==> src/rtl/instr_fetch_queue.sv <==
// rtl/instr_fetch_queue.sv - in-order instruction fetch front-end with flushable response queue
module instr_fetch_queue #(
    parameter int unsigned DEPTH    = 4,
    parameter logic [31:0] RESET_PC = 32'h0000_0000
) (
    input  logic                   clk_i,
    input  logic                   rst_i,
    input  logic                   enable_i,
    input  logic                   redirect_i,
    input  logic [31:0]            redirect_pc_i,
    output logic                   imem_req_o,
    output logic [31:0]            imem_addr_o,
    input  logic                   imem_gnt_i,
    input  logic                   imem_rvalid_i,
    input  logic [31:0]            imem_rdata_i,
    output logic                   instr_valid_o,
    output logic [31:0]            instr_o,
    output logic [31:0]            pc_o,
    input  logic                   instr_ready_i,
    output logic [$clog2(DEPTH):0] count_o
);
    localparam int unsigned PW = $clog2(DEPTH);
    localparam int unsigned CW = PW + 1;
    // Stale (to-be-dropped) responses ride on top of the live credit window,
    // so the total in-flight count gets one extra bit of headroom.
    localparam int unsigned OW = CW + 1;

    typedef enum logic [1:0] {ST_IDLE, ST_FETCH, ST_FLUSH} state_e;

    state_e        state_q, state_d;
    logic [31:0]   fetch_pc_q, fetch_pc_d;
    logic [31:0]   resp_pc_q, resp_pc_d;
    logic [CW-1:0] count_q, count_d;
    logic [OW-1:0] outstanding_q, outstanding_d;
    logic [OW-1:0] drop_cnt_q, drop_cnt_d;
    logic [PW-1:0] rd_ptr_q, rd_ptr_d;
    logic [PW-1:0] wr_ptr_q, wr_ptr_d;
    logic [31:0]   fifo_instr_q [DEPTH];
    logic [31:0]   fifo_pc_q [DEPTH];

    logic          req;
    logic          issue;
    logic          push;
    logic          pop;
    logic [OW-1:0] live_outstanding;
    logic [OW:0]   credit_used;
    logic [31:0]   redirect_target;

    // Credit check, handshake qualification and queue push/pop decisions
    always_comb begin
        live_outstanding = outstanding_q - drop_cnt_q;
        credit_used      = {1'b0, live_outstanding} + (OW+1)'(count_q);
        req              = (state_q != ST_IDLE) && (credit_used < (OW+1)'(DEPTH));
        issue            = req && imem_gnt_i;
        pop              = (count_q != '0) && instr_ready_i;
        push             = imem_rvalid_i && (drop_cnt_q == '0);
        redirect_target  = {redirect_pc_i[31:2], 2'b00};
    end

    // Next-state: redirect overrides everything, else normal fetch/queue bookkeeping
    always_comb begin
        state_d       = state_q;
        fetch_pc_d    = fetch_pc_q;
        resp_pc_d     = resp_pc_q;
        count_d       = count_q;
        rd_ptr_d      = rd_ptr_q;
        wr_ptr_d      = wr_ptr_q;
        drop_cnt_d    = drop_cnt_q;
        outstanding_d = outstanding_q + OW'(issue) - OW'(imem_rvalid_i);
        if (redirect_i) begin
            fetch_pc_d = redirect_target;
            resp_pc_d  = redirect_target;
            count_d    = '0;
            rd_ptr_d   = '0;
            wr_ptr_d   = '0;
            // Everything still in flight after this edge belongs to the old path.
            drop_cnt_d = outstanding_d;
            if (state_q != ST_IDLE) begin
                state_d = (outstanding_d != '0) ? ST_FLUSH : ST_FETCH;
            end
        end else begin
            if (issue) begin
                fetch_pc_d = fetch_pc_q + 32'd4;
            end
            if (imem_rvalid_i && (drop_cnt_q != '0)) begin
                drop_cnt_d = drop_cnt_q - 1'b1;
            end
            if (push) begin
                wr_ptr_d  = wr_ptr_q + 1'b1;
                resp_pc_d = resp_pc_q + 32'd4;
            end
            if (pop) begin
                rd_ptr_d = rd_ptr_q + 1'b1;
            end
            count_d = count_q + CW'(push) - CW'(pop);
            case (state_q)
                ST_IDLE:  if (enable_i) state_d = ST_FETCH;
                ST_FLUSH: if (drop_cnt_d == '0) state_d = ST_FETCH;
                default:  state_d = state_q;
            endcase
        end
    end

    // Control state registers with synchronous reset
    always_ff @(posedge clk_i) begin
        if (rst_i) begin
            state_q       <= ST_IDLE;
            fetch_pc_q    <= RESET_PC;
            resp_pc_q     <= RESET_PC;
            count_q       <= '0;
            outstanding_q <= '0;
            drop_cnt_q    <= '0;
            rd_ptr_q      <= '0;
            wr_ptr_q      <= '0;
        end else begin
            state_q       <= state_d;
            fetch_pc_q    <= fetch_pc_d;
            resp_pc_q     <= resp_pc_d;
            count_q       <= count_d;
            outstanding_q <= outstanding_d;
            drop_cnt_q    <= drop_cnt_d;
            rd_ptr_q      <= rd_ptr_d;
            wr_ptr_q      <= wr_ptr_d;
        end
    end

    // Queue storage; contents are only observed through a valid head, so no reset
    always_ff @(posedge clk_i) begin
        if (push && !redirect_i) begin
            fifo_instr_q[wr_ptr_q] <= imem_rdata_i;
            fifo_pc_q[wr_ptr_q]    <= resp_pc_q;
        end
    end

    // Memory-side protocol sanity checks
    always_ff @(posedge clk_i) begin
        if (!rst_i) begin
            assert (!(push && (count_q == CW'(DEPTH))));
            assert (!(imem_rvalid_i && (outstanding_q == '0)));
        end
    end

    // Output view: head entry is presented directly, zeroed when the queue is empty
    always_comb begin
        imem_req_o    = req;
        imem_addr_o   = fetch_pc_q;
        instr_valid_o = (count_q != '0);
        instr_o       = instr_valid_o ? fifo_instr_q[rd_ptr_q] : 32'd0;
        pc_o          = instr_valid_o ? fifo_pc_q[rd_ptr_q] : 32'd0;
        count_o       = count_q;
    end
endmodule

==> config.mk <==
export PLATFORM = sky130hd
export DESIGN_NAME = instr_fetch_queue
export DESIGN_NICKNAME = d
export VERILOG_FILES = /design/src/rtl/instr_fetch_queue.sv
export SDC_FILE = /design/constraint.sdc
export NUM_CORES = 1
export LEC_CHECK = 0
export ABC_CLOCK_PERIOD_IN_PS = 5900
export CAP_MARGIN = 0
export CORE_MARGIN = 10
export CORE_UTILIZATION = 50
export CTS_BUF_LIST = sky130_fd_sc_hd__clkbuf_2 sky130_fd_sc_hd__clkbuf_4 sky130_fd_sc_hd__clkbuf_8
export CTS_CLUSTER_DIAMETER = 40
export DETAILED_ROUTE_END_ITERATION = 10
export PLACE_DENSITY = 0.73
export SYNTH_ARGS = -nofsm -noshare
export SYNTH_HDL_FRONTEND = slang
export SYNTH_SLANG_ARGS = --single-unit
==> constraint.sdc <==
create_clock -name clk_i -period 5.9 [get_ports clk_i]
set_clock_uncertainty 0.1 [all_clocks]
set_input_delay 0.59 -clock clk_i [delete_from_list [all_inputs] [get_ports clk_i]]
set_output_delay 0.59 -clock clk_i [all_outputs]
set_load 0.1 [all_outputs]
* Word level (Yosys, flattened, before mapping)
Memory sizes are Yosys's and may differ from the RTL's. A register that Yosys moved wholly into a read port is not among the register bits.
Cells that the tools add are included.
** Storage, ports and cells
- Register bits :: 81
- Latch bits :: 0
- RAM bits :: 256
- Bits in read-only memories :: 0
- Input bits :: 71
- Output and inout bits :: 101
- Logic and storage cells :: 68
- Memories :: 2
** Cells by class
- $add $sub $neg :: 11
- $mul :: 0
- Div/mod/pow operators :: 0
- Magnitude comparators :: 1
- Equality and inequality tests :: 4
- Shift-type cells :: 0
- Muxes and demuxes :: 21
- Bitwise operators :: 0
- Reductions and logical operators :: 19
** Memories
- fifo_instr_q :: words 4, width 32, read ports 1, clocked after Yosys merged registers in 1, wr ports 1, RTL line 38 : logic [31:0] fifo_instr_q [DEPTH];
- fifo_pc_q :: words 4, width 32, read ports 1, clocked after Yosys merged registers in 1, wr ports 1, RTL line 39 : logic [31:0] fifo_pc_q [DEPTH];
** Operators by type and width (number)
- 32-bit 2-to-1 mux :: 6
- 32-bit by 3-bit adder with 32-bit output (second input constant) :: 2
- 2-bit 2-to-1 mux :: 9
- 4-bit 2-to-1 mux :: 3
- 4-bit zero test :: 2
- 4-bit nonzero test :: 2
- 1-bit logical AND :: 6
- 3-bit != test (second input constant) :: 2
- 2-bit nonzero test :: 3
- 3-bit nonzero test :: 2
- 4-bit by 3-bit adder with 5-bit output :: 1
- 5-bit by 3-bit less-than comparator with 1-bit output (second input constant) :: 1
- 2-bit by 1-bit adder with 2-bit output (second input constant) :: 2
- 4-bit by 1-bit adder with 4-bit output :: 1
- 2-bit case mux with 2 select lines :: 1
- 4-bit AND reduction :: 1
- 4-bit by 1-bit subtractor with 4-bit output :: 1
- 4-bit by 1-bit subtractor with 4-bit output (second input constant) :: 1
- 4-bit subtractor :: 1
- 3-bit by 1-bit adder with 3-bit output :: 1
- 3-bit by 1-bit subtractor with 3-bit output :: 1
- 2-bit == test (second input constant) :: 1
- 2-bit zero test :: 1
- 1-bit 2-to-1 mux :: 2
- other kinds (3) :: 3

* Depth between registers and ports, before layout
Gate-level depths: netlist (run 1).
- Depth in word-level cells :: 11
- Depth in mapped cells :: 20

* Worst setup path before layout (run 1)
No wires, ideal clock.
- Path type :: reg2reg
- Start :: register count_q[2] (netlist: count_o[2])
- End :: register state_q[0]
- Setup time :: 86 ps
- Arrival time :: 3940 ps
- Setup slack :: 1774 ps
- Cell stages (with the launch flop) :: 16
- Period minus slack after synthesis :: 4126 ps
- Cells stage by stage :: dfxtp_1 ha_1 nor3_1 nand4_2 a21oi_1 inv_1 ha_1 inv_1 ha_1 inv_1 fa_1 nor2b_1 nand2_1 a21boi_0 a21boi_0 a211oi_1
** On the way
- Cells in the longest elaborated chain, start to end :: 10
** RTL lines
- start, declared :: RTL line 33 : logic [CW-1:0] count_q, count_d;
- start signal, assigned :: RTL line 119 : count_q <= count_d;
- 4-bit by 3-bit adder with 5-bit output :: RTL line 52 : credit_used = {1'b0, live_outstanding} + (OW+1)'(count_q);
- 5-bit by 3-bit less-than comparator with 1-bit output :: RTL line 53 : req = (state_q != ST_IDLE) && (credit_used < (OW+1)'(DEPTH));
- 1-bit logical AND :: RTL line 53
- 1-bit logical AND :: RTL line 54 : issue = req && imem_gnt_i;
- 4-bit by 1-bit adder with 4-bit output :: RTL line 69 : outstanding_d = outstanding_q + OW'(issue) - OW'(imem_rvalid_i);
- 4-bit by 1-bit subtractor with 4-bit output :: RTL line 69
- 4-bit nonzero test :: RTL line 79 : state_d = (outstanding_d != '0) ? ST_FLUSH : ST_FETCH;
- 2-bit 2-to-1 mux :: RTL line 79
- 2-bit 2-to-1 mux :: RTL line 78 : if (state_q != ST_IDLE) begin
- 2-bit 2-to-1 mux :: RTL line 70 : if (redirect_i) begin
- end signal, assigned :: RTL line 116 : state_q <= state_d;
- end, declared :: RTL line 30 : state_e state_q, state_d;
Every way passes these cells. The select of a mux whose other input is x is not followed.
A chain may end at the register's enable or synchronous reset.

* Worst setup path after layout (run 1)
- Start :: register drop_cnt_q[0]
- End :: output imem_req_o
** On the way
- Cells in the longest elaborated chain, start to end :: 4
** RTL lines
- start, declared :: RTL line 35 : logic [OW-1:0] drop_cnt_q, drop_cnt_d;
- start signal, assigned :: RTL line 121 : drop_cnt_q <= drop_cnt_d;
- 4-bit subtractor :: RTL line 51 : live_outstanding = outstanding_q - drop_cnt_q;
- 4-bit by 3-bit adder with 5-bit output :: RTL line 52
- 5-bit by 3-bit less-than comparator with 1-bit output :: RTL line 53
- 1-bit logical AND :: RTL line 53
- end, declared :: RTL line 11 : output logic imem_req_o,
Every way passes these cells.

==> flow_metrics.tcl, run 1 <==
set metrics [dict create \
    final_area_um2 16900 \
    combPwrFrac_pct 26.4 \
    vdd_drop_max_v 0.000270 \
    antenna_found_initial 0 \
    htree_levels 2 \
    drtIter0Drc 474 \
    yosysMostFrequentCell "edfxtp_1" \
    p_leak_uw 0.00565 \
    relSlewSlack_pct 26.4 \
    period_needed_ns 4.72 \
    crit_required_ns 5.21 \
    cts_buffer_depth 3 \
    swShare_pct 34.3 \
    cap_violations 0 \
    diodes 0 \
    arrival_ns 4.03 \
    grt_overflow 0 \
    yosysUniqueCellTypes 55 \
    die_y_um 187 \
    status "complete, no violations" \
    hold_buffers 0 \
    die_w_um 187 \
    synth_edf_count 248 \
    ys.flop_type "edfxtp_1" \
    viasPerCell 5.41 \
    critPathKind "reg2out" \
    clk_pin_slew_ns 0.06 \
    final_core_util_pct 62.3 \
    antenna_left 0 \
    slowest_stage "clkdlybuf4s50_1" \
    crit_chain "ha_1, inv_1, fa_1, xor2_1, ha_1, nor3_1, nand3_1, a21oi_1, clkdlybuf4s50_1" \
    rsz0062_at_grt "no" \
    dp.final_hpwl_mm 18.9 \
    clkPwrFrac_pct 30.4 \
    async_flop_share_pct 0 \
    die-area_um2 34900 \
    placedInstanceArea_um2 15900 \
    worst_slew_pin_slew_ns 1.10 \
    setup_viol 0 \
    cts_resized 0 \
    synth_commonest_cells "edfxtp_1 (248), dfxtp_1 (79), and2_1 (69)" \
    drcViolationCount 0 \
    globalplace.congestion 0.802 \
    ios 172 \
    cp_top_family "buffers and inverters" \
    max_freq_ghz 0.212 \
    netlist.area_leader.share_pct 53.6 \
    crit_fanout 4 \
    grt.total_usage_pct 16.3 \
    path_buf_inv 2 \
    synth_area_leaders "edfxtp_1 (54%), dfxtp_1 (11%), mux4_2 (10%)" \
    min_period_over_period_pct 80.0 \
    start_util_pct 51.2 \
    wl_per_cell_um 19.1 \
    drtPass1Iterations 4 \
    clock_latency_ns 0.57 \
    io_buffers 165 \
    cts-root-buf "clkbuf_8" \
    synth_cells 924 \
    yosys.area.top_type "edfxtp_1" \
    layout.area.seq_um2 9030 \
    grt_first_pass_wirelength_mm 46.3 \
    critPathLaunchType "flip-flop" \
    via_count 8208 \
    routed_wl_mm 28.9 \
    tritoncts "yes" \
    cts_buffers 54 \
    num-nets-final 1199 \
    synth_area_um2 13900 \
    drive_gt1_share_pct 15.7 \
    power.density_nw_per_um2 370 \
    multiInputGateArea_um2 4450 \
    crit_path_end_kind "primary output" \
    grt_pass1_vias 8581 \
    seqPwrFrac_pct 43.2 \
    numPlacedInstances 1423 \
    p_sw_uw 2150 \
    yosysWarningCount 0 \
    slowest_delay_ns 1.18 \
    p_int_uw 4110 \
    drv_slew 0 \
    fin_tns_setup_ns 0 \
    rows 60 \
    grt_max_degree 65 \
    cts_setup_buffers 0 \
    hp-class "reg2reg" \
    crit_path_frequent_cell "ha_1" \
    syn2layout_area_growth_pct 21.7 \
    cts.sinks 327 \
    core-area_um2 27200 \
    ys_seq_area_share_pct 65.0 \
    fill_cells 2075 \
    fin_cells 1517 \
    finalHoldViolCount 0 \
    yosys_register_bits 327 \
    avgSynthCellArea_um2 15.0 \
]
==> metrics by stage <==
stage | total power (uW) | hold slack [ns] | setup slack (ns)
floorplan | 4010 | 0.366 | 1.77
global placement | 4400 | 0.382 | 1.27
detailed placement | 4420 | 0.406 | 1.18
CTS | 6330 | 0.420 | 1.12
global route | 6550 | 0.449 | 0.832
finish | 6260 | 0.416 | 1.18
==> power by group through the flow <==
stage               sequential [uW]  combinational, uW  clock, uW
floorplan                      2830               1180          0
global placement               2740               1650          0
detailed placement             2750               1670          0
CTS                            2700               1670       1950
global route                   2720               1760       2070
finish                         2700               1650       1910
==> kinds of logic (layout without fill, tap and decap cells) <==
group                    Yosys count  count (layout)  share of synthesized area (%)
flip-flops                       327             327                           65.0
AND/OR/NAND/NOR                  219             219                           9.13
XOR/XNOR                          49              49                           3.09
multiplexers                      63              63                           10.1
adder cells (fa/ha/maj)           21              21                           2.05
buffers and inverters            100             318                           3.13
AO/OA/AOI/OAI                    144             144                           7.51
other                              1               4                         0.0270
==> layer usage <==
metal	GRT usage (%)	part of all wire [%]	vias to the layer above
met5	0	0	-
met4	4.68	1.7	0
met3	4.79	7.6	43
met2	25.3	45	258
met1	21.8	46	4000
li1	-	-	3907
==> path summary, 6_finish.rpt <==
| path | from | endpoint | slack [ns] | cells past startpoint |
|---|---|---|---|---|
| max | drop_cnt_q[0] | imem_req_o | 1.18 | 9 |
| min | wr_ptr_q[0] | wr_ptr_q[0] | 0.42 | 2 |
| max reg2reg | drop_cnt_q[0] | state_q[0] | 1.21 | 19 |
| min reg2reg | wr_ptr_q[0] | wr_ptr_q[0] | 0.42 | 2 |
==> final cells by class <==
class / instances / share of cell area (%)
well taps: 372 / 2.75
repair buffers: 179 / 10.4
clock buffers: 73 / 5.35
multi-input cells: 500 / 26.3
clock inverters: 21 / 0.828
flip-flops and latches: 327 / 53.4
inverters: 45 / 0.998
==> worst register-to-register path, cell delays in order (launching register included) <==
cell and delay, ns:
dfxtp_1 0.38, ha_1 0.20, inv_1 0.06, fa_1 0.37
xor2_1 0.17, ha_1 0.28, nor3_1 0.42, nand4_2 0.33
a21oi_1 0.41, inv_1 0.12, ha_1 0.29, inv_1 0.06
ha_1 0.15, inv_1 0.06, fa_1 0.54, nor2b_1 0.19
nand2_1 0.07, a21boi_0 0.15, a21boi_0 0.09, a211oi_1 0.18
==> registers in the layout (all words and copies together) (netlist names), named ones only <==
name / cells
count_o: 3
drop_cnt_q: 4
fifo_instr_q: 128
fifo_pc_q: 120
imem_addr_o: 30
outstanding_q: 4
rd_ptr_q: 2
resp_pc_q: 30
state_q: 2
wr_ptr_q: 2
==> placed cells by master (no fill, tap or decap), drive strengths merged, types with 7 or more instances in the layout <==
cell | Yosys | routed
xor2 | 34 | 34
buf | 21 | 15
dfxtp | 79 | 79
and3 | 13 | 13
clkdlybuf4s50 | 0 | 164
edfxtp | 248 | 248
nand4 | 22 | 22
a21oi | 41 | 41
o21a | 14 | 14
inv | 45 | 46
o31a | 23 | 23
nor2 | 19 | 19
a211oi | 7 | 7
and4 | 11 | 11
nor3 | 17 | 17
nand2 | 24 | 24
a21boi | 36 | 36
mux4 | 62 | 62
ha | 18 | 18
and2 | 69 | 69
nand3 | 25 | 25
xnor2 | 15 | 15
clkbuf | 34 | 73
clkinv | 0 | 15
(Power assumes the default switching activity.)
==> inputs of run 2 (changes only) <==
--- a/config.mk
+++ b/config.mk
@@ -5,7 +5,7 @@
 export SDC_FILE = /design/constraint.sdc
 export NUM_CORES = 1
 export LEC_CHECK = 0
-export ABC_CLOCK_PERIOD_IN_PS = 5900
+export ABC_CLOCK_PERIOD_IN_PS = 4900
 export CAP_MARGIN = 0
 export CORE_MARGIN = 10
 export CORE_UTILIZATION = 50
==> constraint.sdc (replaced) <==
create_clock -name clk_i -period 4.9 [get_ports clk_i]
set_clock_uncertainty 0.1 [all_clocks]
set_input_delay 0.49 -clock clk_i [delete_from_list [all_inputs] [get_ports clk_i]]
set_output_delay 0.49 -clock clk_i [all_outputs]
set_load 0.1 [all_outputs]
==> flow_metrics.tcl, run 2 (synthesis gave the netlist of run 1 again) <==
set metrics [dict create \
    slowest_stage "fa_1" \
    fill_cells 2087 \
    max_freq_ghz 0.230 \
    slowest_delay_ns 0.53 \
    relSlewSlack_pct 27.4 \
    htree_levels 2 \
    drive_gt1_share_pct 16.6 \
    cp_top_family "adder cells" \
    fin_cells 1520 \
    min_period_over_period_pct 88.7 \
    vdd_drop_max_v 0.000358 \
    cts_resized 0 \
    grt_overflow 0 \
    antenna_left 0 \
    die-area_um2 34900 \
    fin_tns_setup_ns 0 \
    diodes 0 \
    clock_latency_ns 0.56 \
    finalHoldViolCount 0 \
    cts_setup_buffers 0 \
    cts-root-buf "clkbuf_8" \
    globalplace.congestion 0.833 \
    final_common_cell "edfxtp_1" \
    largest_reg_flops 128 \
    syn2layout_area_growth_pct 22.3 \
    multiInputGateArea_um2 4450 \
    io_buffers 165 \
    rows 60 \
    worst_slew_pin_slew_ns 1.09 \
    crit_chain "ha_1, inv_1, fa_1, xor2_1, ha_1, nor3_1, nand4_2, a21oi_1, inv_1, ha_1, inv_1, ha_1, inv_1, fa_1, nor2b_1, nand2_1, a21boi_0, a21boi_0, a211oi_1" \
    crit_path_end_kind "flip-flop" \
    die_w_um 187 \
    critPathKind "reg2reg" \
    power.total_uw 7700 \
    viasPerCell 5.47 \
    grt.total_usage_pct 16.8 \
    period_needed_ns 4.35 \
    grt_max_degree 63 \
    critPathLaunchType "flip-flop" \
    num-nets-final 1200 \
    power.density_nw_per_um2 453 \
    wl_per_cell_um 19.7 \
    hp-class "reg2reg" \
    cts_buffer_depth 3 \
    ios 172 \
    tritoncts "yes" \
    hold_buffers 0 \
    drv_slew 0 \
    final_cell_mix "edfxtp_1 (248), clkdlybuf4s50_1 (154), dfxtp_1 (77), and2_1 (69), mux4_2 (62)" \
    p_leak_uw 0.00572 \
    whs_ns 0.416 \
    dp.final_hpwl_mm 19.1 \
    grt_first_pass_wirelength_mm 48.0 \
    setup_viol 0 \
    crit_required_ns 5.28 \
    top_register "fifo_instr_q" \
    cts.sinks 327 \
    clk_pin_slew_ns 0.06 \
    cts_buffers 55 \
    die_y_um 187 \
    path_buf_inv 4 \
    via_count 8311 \
    routed_wl_mm 29.9 \
    cap_violations 0 \
    core-area_um2 27200 \
    status "complete, no violations" \
    rsz0062_at_grt "no" \
    arrival_ns 4.72 \
    antenna_found_initial 0 \
    layout.area.seq_um2 9030 \
    crit_fanout 9 \
    drtPass1Iterations 5 \
    numPlacedInstances 1423 \
    drcViolationCount 0 \
    reg_top3 "fifo_instr_q: 128 flops, fifo_pc_q: 120 flops" \
    start_util_pct 51.2 \
    drtIter0Drc 476 \
    grt_pass1_vias 8610 \
]
-- run 2: worst paths after layout --
path / slack (ns) / cells past startpoint / startpoint / to
worst max-delay path: 0.55 / 19 / drop_cnt_q[0] / state_q[0]
worst min-delay path: 0.42 / 2 / wr_ptr_q[0] / wr_ptr_q[0]
worst max register to register: 0.55 / 19 / drop_cnt_q[0] / state_q[0]
worst min register to register: 0.42 / 2 / wr_ptr_q[0] / wr_ptr_q[0]
-- run 2: final cells by class --
type	count	area share, %
sequential	327	53.1
clock buffer	70	5.19
clock inverter	27	1.38
inverter	45	0.993
multi-input combinational	500	26.2
timing repair buffer	179	10.4
tap	372	2.74
-- run 2: stage by stage --
step | utilization, % | cell area, um^2 | worst slack (ns)
after floorplan | - | 13900 | 0.774
after global placement | 58.5 | 15900 | 0.610
after detailed placement | 58.5 | 15900 | 0.525
after CTS | 62.6 | 17000 | 0.521
after global routing | 62.6 | 17000 | 0.188
final | 62.6 | 17000 | 0.555
-- run 2: worst min-delay path: cells and delay by family, from the launching register on --
kind	cells	cell delay, ns
AO/OA/AOI/OAI	1	0.06
AND/OR/NAND/NOR	1	0.07
flip-flops	1	0.34
-- run 2: report_power, final --
| part | total [uW] | switching [uW] | leakage (uW) | internal [uW] |
|---|---|---|---|---|
| combinational | 2000 | 1430 | 0.00223 | 576 |
| sequential | 3250 | 123 | 0.00291 | 3120 |
| clock | 2450 | 1060 | 0.000577 | 1390 |
| total | 7700 | 2610 | 0.00572 | 5090 |
-- run 2: metal layers --
| layer | global-route usage [%] | vias to the layer above | wire length [um] |
|---|---|---|---|
| met3 | 4.00 | 42 | 1940 |
| li1 | - | 3906 | - |
| met2 | 25.5 | 261 | 13500 |
| met1 | 23.8 | 4102 | 14100 |
| met5 | 0 | - | 0 |
| met4 | 4.75 | 0 | 420 |
==> inputs of run 3 (changes only) <==
--- a/config.mk
+++ b/config.mk
@@ -5,14 +5,15 @@
 export SDC_FILE = /design/constraint.sdc
 export NUM_CORES = 1
 export LEC_CHECK = 0
+export ABC_AREA = 1
 export ABC_CLOCK_PERIOD_IN_PS = 4900
-export CAP_MARGIN = 0
 export CORE_MARGIN = 10
 export CORE_UTILIZATION = 50
 export CTS_BUF_LIST = sky130_fd_sc_hd__clkbuf_2 sky130_fd_sc_hd__clkbuf_4 sky130_fd_sc_hd__clkbuf_8
 export CTS_CLUSTER_DIAMETER = 40
 export DETAILED_ROUTE_END_ITERATION = 10
-export PLACE_DENSITY = 0.73
+export GPL_TIMING_DRIVEN = 1
+export PLACE_DENSITY = 0.72
 export SYNTH_ARGS = -nofsm -noshare
 export SYNTH_HDL_FRONTEND = slang
 export SYNTH_SLANG_ARGS = --single-unit
==> flow_metrics.tcl, run 3 <==
set metrics [dict create \
    status "complete, no violations" \
    combPwrFrac_pct 30.5 \
    power.density_nw_per_um2 461 \
    grt_first_pass_wirelength_mm 60.2 \
    viasPerCell 5.31 \
    core-area_um2 29600 \
    dp.final_hpwl_mm 24.4 \
    rsz0062_at_grt "no" \
    crit_required_ns 5.32 \
    period_needed_ns 4.02 \
    die_w_um 193 \
    diodes 0 \
    max_freq_ghz 0.249 \
    min_delay_path_depth 2 \
    final_cell_mix "nor2_1 (350), nand2_1 (254), edfxtp_1 (248), o21ai_0 (152), a21oi_1 (114)" \
    synth_area_um2 15000 \
    drive_gt1_share_pct 11.1 \
    drtPass1Iterations 5 \
    antenna_found_initial 0 \
    critPathLaunchType "flip-flop" \
    drv_slew 0 \
    finalHoldViolCount 0 \
    clk_pin_slew_ns 0.06 \
    seqPwrFrac_pct 40.7 \
    routed_wl_mm 38.7 \
    clkPwrFrac_pct 28.8 \
    cts_buffers 55 \
    vdd_drop_max_v 0.000259 \
    reg_top3 "fifo_instr_q: 128 flops, fifo_pc_q: 120 flops" \
    ios 172 \
    die-area_um2 37200 \
    netlist.area_leader.share_pct 49.8 \
    setup_viol 0 \
    ys_seq_area_share_pct 60.3 \
    min_period_over_period_pct 82.1 \
    globalplace.congestion 0.915 \
    yosys_register_bits 327 \
    r2r_end "state_q[0]" \
    cap_violations 0 \
    die_y_um 193 \
    synth_cells 1613 \
    antenna_left 0 \
    final_core_util_pct 60.5 \
    ys.flop_type "edfxtp_1" \
    via_count 11744 \
    power.total_uw 8240 \
    critPathKind "reg2reg" \
    grt_overflow 0 \
    crit_path_end_kind "flip-flop" \
    hp-class "reg2reg" \
    hold_buffers 0 \
    rr_worst_depth 21 \
    hold_start "rd_ptr_q[1]" \
    yosysWarningCount 0 \
    syn2layout_area_growth_pct 19.5 \
    relSlewSlack_pct 31.1 \
    cts_setup_buffers 0 \
    yosys.area.top_type "edfxtp_1" \
    cts_resized 0 \
    avgSynthCellArea_um2 9.28 \
    largest_reg_flops 128 \
    arrival_ns 4.44 \
    grt_pass1_vias 11305 \
    p_leak_uw 0.00662 \
    tritoncts "yes" \
    htree_levels 2 \
    p_int_uw 5070 \
    num-nets-final 1868 \
    io_buffers 165 \
    p_sw_uw 3170 \
    cts.sinks 327 \
    drtIter0Drc 928 \
    clock_latency_ns 0.58 \
    r2r-start "drop_cnt_q[0]" \
    grt.total_usage_pct 20.4 \
    rows 63 \
    swShare_pct 38.5 \
    synth_edf_count 248 \
    grt_max_degree 69 \
    synth_area_leaders "edfxtp_1 (50%), dfxtp_1 (11%), nor2_1 (8.9%)" \
    synth_commonest_cells "nor2_1 (354), nand2_1 (254), edfxtp_1 (248)" \
    worst_slew_pin_slew_ns 1.03 \
    drcViolationCount 0 \
    crit_fanout 9 \
    cts-root-buf "clkbuf_8" \
    wl_per_cell_um 17.5 \
    cts_buffer_depth 3 \
    fin_tns_setup_ns 0 \
    async_flop_share_pct 0 \
    top_register "fifo_instr_q" \
    start_util_pct 50.6 \
    yosysMostFrequentCell "nor2_1" \
    yosysUniqueCellTypes 47 \
    r2r_slack_ns 0.88 \
    final_common_cell "nor2_1" \
]
run 3: kinds of logic (layout without fill, tap and decap cells):
family                   after synthesis  after routing  synth area share [%]
AO/OA/AOI/OAI                        323            323                  11.2
AND/OR/NAND/NOR                      720            720                  19.6
buffers and inverters                194            399                  5.31
flip-flops                           327            327                  60.3
XOR/XNOR                              27             27                  1.63
other                                  1              4                0.0251
adder cells (fa/ha/maj)               21             21                  1.91
run 3: layout make-up:
| type | count | area, um^2 |
|---|---|---|
| fill | 2467 | 11700 |
| multi-input combinational | 1095 | 5190 |
| tap | 390 | 488 |
| timing repair buffer | 177 | 1630 |
| clock inverter | 31 | 209 |
| sequential | 327 | 9030 |
| inverter | 120 | 450 |
| clock buffer | 71 | 877 |
run 3: metal layers:
layer	share of wire (%)	wire length, um	global-route usage (%)	vias up
li1	-	-	-	5758
met1	44	16900	27.1	5497
met2	46	17900	32.8	424
met3	7.8	3020	4.23	65
met4	2.3	903	6.63	0
met5	0	0	0	-
run 3: worst max path at each step:
stage	depth (start not counted)	slack (ns)	endpoint	start
after floorplan	8	0.55	fifo_instr_q[0][0]	drop_cnt_q[1]
after global placement	21	0.97	state_q[0]	drop_cnt_q[0]
after detailed placement	21	0.85	state_q[0]	drop_cnt_q[0]
after CTS	21	0.85	state_q[0]	drop_cnt_q[0]
after global routing	22	0.48	state_q[0]	outstanding_q[0]
final	21	0.88	state_q[0]	drop_cnt_q[0]
run 3: critical path, cell delays in order, from the launching register on:
cell	delay, ns
dfxtp_1	0.35
ha_1	0.15
inv_1	0.06
fa_1	0.38
xor2_1	0.18
ha_1	0.27
nor3_1	0.21
nand2_1	0.07
nor2_1	0.21
nand3_4	0.22
ha_1	0.33
inv_1	0.06
ha_1	0.17
inv_1	0.07
fa_1	0.38
xor2_1	0.19
nand3_1	0.10
o21ai_0	0.17
inv_1	0.05
nand3_1	0.10
nand2_1	0.05
nor2_1	0.11
run 3: per-stage QoR:
stage / worst slack (ns) / instance area [um^2] / instances / hold WS, ns
3_5_place_dp: 0.851 / 16800 / 2109 / 0.348
6_report: 0.878 / 17900 / 2211 / 0.356
4_1_cts: 0.846 / 17900 / 2211 / 0.359
5_1_grt: 0.477 / 17900 / 2211 / 0.379
2_1_floorplan: 0.553 / 15000 / 1616 / 0.336
3_3_place_gp: 0.967 / 16800 / 2109 / 0.346
run 3: power groups by stage:
stage / combinational [uW] / clock [uW] / sequential (uW)
4_1_cts: 2520 / 2410 / 3350
3_3_place_gp: 2470 / 0 / 3400
5_1_grt: 2700 / 2550 / 3380
2_1_floorplan: 1640 / 0 / 3670
3_5_place_dp: 2510 / 0 / 3410
6_report: 2510 / 2370 / 3360
